--- src/rtl/wb_io_output_pkg.sv ---
// rtl/wb_io_output_pkg.sv - shared constants for the WB-stage LED / 7-segment sink
package wb_io_output_pkg;

  localparam int NUM_DIGITS = 8;
  localparam logic [7:0] SEG_OFF = 8'hFF;

  // Active-low cathode patterns {dp,g,f,e,d,c,b,a} for hex digits 0..F, dp kept off
  localparam logic [7:0] SEG_PATTERNS [16] = '{
    8'hC0, 8'hF9, 8'hA4, 8'hB0, 8'h99, 8'h92, 8'h82, 8'hF8,
    8'h80, 8'h90, 8'h88, 8'h83, 8'hC6, 8'hA1, 8'h86, 8'h8E
  };

  function automatic int prescWidth(input int scanDiv);
    return (scanDiv < 2) ? 1 : $clog2(scanDiv);
  endfunction

endpackage

--- src/rtl/wb_io_output_hex7seg.sv ---
// rtl/wb_io_output_hex7seg.sv - combinational nibble to active-low 7-segment pattern
module hex7seg
  import wb_io_output_pkg::*;
(
  input  logic [3:0] nibble,
  output logic [7:0] pattern
);

  assign pattern = SEG_PATTERNS[nibble];

endmodule

--- src/rtl/wb_io_output.sv ---
// rtl/wb_io_output.sv - WB-stage IO sink driving board LEDs and an 8-digit multiplexed display
module wb_io_output
  import wb_io_output_pkg::*;
#(
  parameter int SCAN_DIV = 100000,
  parameter int LED_W    = 16,
  parameter bit BLANK_LZ = 1'b1
) (
  input  logic             clk,
  input  logic             rstn,
  input  logic             WB_ioWrite,
  input  logic             WB_SegCtrl,
  input  logic             WB_LEDCtrl,
  input  logic [31:0]      io_wdata,
  output logic [LED_W-1:0] led,
  output logic [7:0]       seg_an,
  output logic [7:0]       seg_cat
);

  localparam int                 PRESC_W    = prescWidth(SCAN_DIV);
  localparam logic [PRESC_W-1:0] PRESC_LAST = PRESC_W'(SCAN_DIV - 1);

  logic [31:0]        dispReg;
  logic [PRESC_W-1:0] presc;
  logic [2:0]         digIdx;
  logic               ledWe;
  logic               segWe;
  logic [3:0]         digNibble;
  logic [7:0]         digPattern;
  logic [31:0]        dispUpper;
  logic               digBlank;

  assign ledWe = WB_ioWrite & WB_LEDCtrl;
  assign segWe = WB_ioWrite & WB_SegCtrl;

  assign digNibble = dispReg[{digIdx, 2'b00} +: 4];

  // A digit is a leading zero when it and every nibble above it are zero; digit 0 always shows
  assign dispUpper = dispReg >> {digIdx, 2'b00};
  assign digBlank  = BLANK_LZ && (digIdx != 3'd0) && (dispUpper == 32'd0);

  hex7seg uDecode (
    .nibble  (digNibble),
    .pattern (digPattern)
  );

  always_ff @(posedge clk) begin
    if (!rstn) begin
      led     <= '0;
      dispReg <= '0;
      presc   <= '0;
      digIdx  <= '0;
      seg_an  <= SEG_OFF;
      seg_cat <= SEG_OFF;
    end else begin
      if (ledWe) begin
        led <= io_wdata[LED_W-1:0];
      end
      if (segWe) begin
        dispReg <= io_wdata;
      end

      if (presc == PRESC_LAST) begin
        presc  <= '0;
        digIdx <= digIdx + 3'd1;
      end else begin
        presc <= presc + 1'b1;
      end

      seg_an  <= ~(8'b1 << digIdx);
      seg_cat <= digBlank ? SEG_OFF : digPattern;
    end
  end

endmodule

--- config.mk ---
export PLATFORM = sky130hd
export DESIGN_NAME = wb_io_output
export DESIGN_NICKNAME = d
export VERILOG_FILES = /design/src/rtl/wb_io_output_pkg.sv /design/src/rtl/wb_io_output_hex7seg.sv /design/src/rtl/wb_io_output.sv
export SDC_FILE = /design/constraint.sdc
export NUM_CORES = 1
export LEC_CHECK = 0
export ABC_AREA = 0
export CORE_MARGIN = 5
export CORE_UTILIZATION = 25
export CTS_BUF_LIST = sky130_fd_sc_hd__clkbuf_8
export CTS_CLUSTER_DIAMETER = 40
export CTS_CLUSTER_SIZE = 16
export DETAILED_ROUTE_END_ITERATION = 16
export PLACE_DENSITY = 0.51
export SLEW_MARGIN = 20
export SYNTH_ARGS = -nofsm -noshare
export SYNTH_HDL_FRONTEND = slang
export SYNTH_SLANG_ARGS = --single-unit
--- constraint.sdc ---
create_clock -name clk -period 6.5 [get_ports clk]
set_input_delay 0.975 -clock clk [delete_from_list [all_inputs] [get_ports clk]]
set_output_delay 0.975 -clock clk [all_outputs]
set_load 0.01 [all_outputs]
# Yosys cells after proc, flatten, opt, wreduce, memory -nomap -nowiden
# Memory sizes are Yosys's and may differ from the RTL's. A register that Yosys moved wholly into a read port is not among the register bits.
# Cells that the tools add are included.
[word_totals]
input_bits = 37
out_inout_bits = 32
register_bits = 76
n_memories = 1
mem_bits_rw = 0
romBits = 128
latchBits = 0
[mem_list]
columns = ["name", "depth", "word_bits", "rd", "rd_clocked_by_memory_dff", "write_ports", "line_no", "source"]
rows = [
  ["(no name shown)", 16, 8, 1, 1, 0, "wb_io_output_hex7seg.sv:9", "assign pattern = SEG_PATTERNS[nibble];"],
]
[classes]
n_bitwise = 5
mux = 0
eq_ne = 1
multipliers = 0
addsub = 2
n_lt_le_gt_ge = 0
shifts = 3
reduce_logical = 5
n_div = 0
[ops]
columns = ["cell", "count"]
rows = [
  ["$logic_not 32->1", 1],
  ["$shiftx 32x6->4", 1],
  ["$shr 32x5->32", 1],
  ["$add 17x1->17 const B", 1],
  ["$eq 17x17->1 const B", 1],
  ["$not 8->8", 1],
  ["$shl 1x3->8 const A", 1],
  ["$not 4->5", 1],
  ["$reduce_or 2->1", 2],
  ["$add 3x1->3 const B", 1],
  ["$reduce_bool 3->1", 1],
  ["$and 1x1->1", 2],
  ["$logic_and 1x1->1", 1],
  ["$not 1->1", 1],
]

# Depth between registers and ports, before layout
[depth]
ltp_word = 4
ltp_mapped = 9
ltp_nobuf = 7

# Modules after synthesis
# Synthesis repeated with hierarchy kept, for this count alone.
[hier_totals]
cells_unflattened = 460
area_unflattened_um2 = 3981.3
[by_module_without_submodules]
columns = ["mod", "n_inst", "seq_area_each_um2", "area_each_um2", "cells_each"]
rows = [
  ["wb_io_output", 1, 1681.6, 3701.0, 425],
  ["hex7seg", 1, 0.0, 280.3, 35],
]

# Least setup slack after synthesis
# Ideal clock, no wire load.
[synth_timing]
kind = "register to register"
from = "register digIdx[0]"
to = "register seg_cat[3]"
path_stages_with_launch = 10
path_slack_ns = 4.021
period_less_slack_ns = 2.479
t_arrival_ns = 2.396
n_path_buf = 2
required_time_ns = 6.418
cell_sequence = "dfxtp_1 buf_6 buf_6 mux4_2 mux2i_1 ha_1 inv_1 nor3_1 a31oi_4 o221ai_1"
[synth_via]
elab_chain_cells = 4
elab_cells_between_ends = 7
cone_classes = "shift (2); bitwise (1); reduce/logical (4)"
[synth_lines]
columns = ["item", "line_no", "source"]
rows = [
  ["from (decl)", "wb_io_output.sv:25", "logic [2:0] digIdx;"],
  ["from (signal assigned)", "wb_io_output.sv:65", "digIdx <= digIdx + 3'd1;"],
  ["$shr 32x5->32", "wb_io_output.sv:39", "assign dispUpper = dispReg >> {digIdx, 2'b00};"],
  ["$logic_not 32->1", "wb_io_output.sv:40", "assign digBlank = BLANK_LZ && (digIdx != 3'd0) && (dispUpper == 32'd0);"],
  ["$logic_and 1x1->1", "wb_io_output.sv:40", ""],
  ["$reduce_or 2->1 (no line)", "-", ""],
  ["to (decl)", "wb_io_output.sv:17", "output logic [7:0] seg_cat"],
]
# Several ways; a longest one is shown, not always the timed one.
# A chain may end at the register's enable or synchronous reset.

# Worst setup path in the final report
[layout_timing]
from = "register digIdx[0]"
to = "register seg_cat[4]"
# Same word-level chain as after synthesis.

==> results.yml <==
setup_path:
  cp_slowest_stage_delay_ns: 0.97
  crit_family: "multiplexers"
  path_cells: "mux4_2 > mux2i_1 > ha_1 > inv_1 > nor3_1 > a31oi_4 > o221ai_1"
  worstSetupEndpointType: "register"
  critical_path.slowest_cell: "dfxtp_1"
  cp.arrival_ns: 3.45
  required_ns: 6.77
  worstPathBufferInverterCount: 1
  path_class: "reg -> reg"
  r2r_slack_ns: 3.32
  cp_max_fo: 26
  start_kind: "register"
synthesis:
  synth-main-ff-cell: "dfxtp_1"
  synth_seq_cells: 83
  synthesis.area_sq_um: 3750
  synthMuxAreaShare_pct: 8.60
  synth-simple-area-share_pct: 21.9
  syn_nets: 483
  yosysWarnings: 0
  synth.avg_cell_area_sq_um: 8.65
  synthCells: 434
  synth-adder-area-share_pct: 4.00
  synth_top_family_by_area: "simple AND/OR/NAND/NOR gates"
  synthDistinctLibCells: 52
  seq_area_frac_synth_pct: 44.3
  synth_compound_area_share_pct: 12.6
  synthArstFlopShare_pct: 0
  synth_edf_count: 0
  synth_xor_area_share_pct: 3.97
sta:
  min_period_ns: 3.18
  slew_violations: 0
  final-hold-violation-count: 0
  tightest_slew_ns: 1.05
  maxSlewHeadroom_pct: 30.2
  setup_viol: 0
  hold_ws_ns: 0.462
  tns_ns: 0
  rsz0062_at_grt: "no"
  fin_skew_ns: 0.0124
  fin_crit_sh_pct: 48.9
  clock.fmax_mhz: 315
cts:
  clock-sinks: 83
  cts_tree: "built"
  numCtsBuffers: 9
  cts-root-buf: "clkbuf_8"
  cts_hold_buf: 0
  cts_buffer_depth: 2
  h-tree-depth: 3
  cts_setup_buffers: 0
  insertion_delay_ns: 0.36
  clk_pin_slew_ns: 0.09
  cts-resized-gates: 0
finish:
  fin_util_pct: 32.1
  seqCellArea_sq_um: 1660
  drive_gt1_share_pct: 6.92
  area_delta_synth_final_pct: 25.1
  antenna_cells: 0
  multi_input_area_sq_um: 1920
  fin_nets: 535
  fillers: 1573
global_routing:
  grtUsageTotal_pct: 10.3
  grt_max_degree: 56
  first_global_vias: 3044
  antenna_found_initial: 0
  grt_overflow_total: 0
  grt_pass1_wl_um: 14900
hold_path:
  hp-class: "reg -> reg"
drt:
  ant_nets: 0
  num_vias: 3080
  drt_pass1_iterations: 4
  drt_iter0_drc: 125
  wl_um: 8760
  viasPerCell: 4.56
  drc_errors: 0
  wl_per_cell_um: 13.0
floorplanning:
  die_area_sq_um: 17600
  die_h_um: 133
  core_sq_um: 14600
  dieWidth_um: 133
  row_count: 44
  start_util_pct: 25.6
  pin_count: 69
flow_run:
  drv_cap: 0
power:
  cellPowerDensity_nw_per_um2: 214
  leakage_nw: 1.68
  ir_drop_uv: 89.8
run_status:
  outcome: "finished, final reports clean"
place:
  gp_congestion: 0.795
  dp_hpwl_um: 6670
  port_buffers: 67
cell usage after synthesis, types with 3 or more instances:
cell,count,area share (%)
nor2_1,34,3.4
clkbuf_1,13,1.3
mux2_2,4,1.2
buf_6,4,1.2
ha_1,12,4.0
buf_2,5,0.67
a21oi_1,51,6.8
xor2_1,9,2.1
xnor2_1,8,1.9
mux4_2,4,2.4
o221ai_1,3,0.70
nand3_1,8,1.1
inv_1,6,0.60
nor3_1,9,1.2
dfxtp_1,83,44
nand2_1,114,11
nor4_1,5,0.83
a211oi_1,3,0.60
o21ai_1,5,0.67
mux4_1,4,2.8
or3_1,3,0.50
mux2i_1,6,1.6
a22oi_1,4,0.80
worst min-delay path, delay by kind of cell, from the launching register on:
kind	cells	cell delay (ns)
AOI/OAI and AO/OA	1	0.05
and+or+nand+nor	1	0.05
DFF	1	0.32
where the power goes:
| part | internal, W | total (W) | switching (W) | leakage, nW |
|---|---|---|---|---|
| registers | 0.000530 | 0.000544 | 0.0000145 | 0.678 |
| logic | 0.0000662 | 0.000129 | 0.0000624 | 0.916 |
| clock network | 0.000149 | 0.000333 | 0.000184 | 0.0901 |
final timing paths:
| check | cells after the start | from | to |
|---|---|---|---|
| max | 7 | digIdx[0] | seg_cat[4] |
| min | 2 | led[6] | led[6] |
| max reg2reg | 7 | digIdx[0] | seg_cat[4] |
| min reg2reg | 2 | led[6] | led[6] |
registers in the layout (all words and copies together), names as in the netlist:
name and cells:
seg_cat 7, seg_an 8, led 16, digIdx 3
dispReg 32, presc 17
per-stage QoR:
step,setup WS [ns],area [sq um],std cells,power [W]
after detailed placement,3.29,4510,659,0.000687
after floorplan,4.02,3750,434,0.000624
after global routing,2.99,4690,675,0.00106
after CTS,3.27,4690,675,0.00103
final,3.32,4690,675,0.00101
after global placement,3.40,4510,659,0.000685
final cells by class:
cell class / instances / area share (%)
multi-input cells: 317 / 41.0
flip-flops and latches: 83 / 35.4
repair buffers: 67 / 14.3
well taps: 184 / 4.90
clock buffers: 10 / 2.93
clock inverters: 6 / 0.880
inverters: 8 / 0.640
placed cells by master (no fill, tap or decap), types with 3 or more instances in the layout:
| master | count |
|---|---|
| ha_1 | 12 |
| mux4_1 | 4 |
| nor3_1 | 9 |
| dfxtp_1 | 83 |
| nand3_1 | 8 |
| a21oi_1 | 51 |
| o221ai_1 | 3 |
| a22oi_1 | 4 |
| nor2_1 | 34 |
| nor4_1 | 5 |
| a211oi_1 | 3 |
| xor2_1 | 9 |
| clkbuf_8 | 10 |
| clkdlybuf4s50_1 | 67 |
| mux2_2 | 4 |
| nand2_1 | 114 |
| or3_1 | 3 |
| mux2i_1 | 6 |
| o21ai_1 | 5 |
| xnor2_1 | 8 |
| inv_1 | 7 |
| mux4_2 | 4 |
metal layers:
metal / global-route usage (%) / part of all wire [%] / wire [um]
met1: 13.3 / 48 / 4200
met2: 15.8 / 46 / 3990
met3: 3.83 / 4.9 / 431
met4: 3.46 / 1.6 / 136
met5: 0 / 0 / 0
cell families after synthesis:
| family | count (synthesis) |
|---|---|
| adders and majority gates | 12 |
| and+or+nand+nor | 190 |
| other | 1 |
| muxes | 19 |
| DFF | 83 |
| xor gates and xnor gates | 17 |
| AOI/OAI and AO/OA | 78 |
| buffers and inverters | 34 |
(Power assumes the default switching activity.)
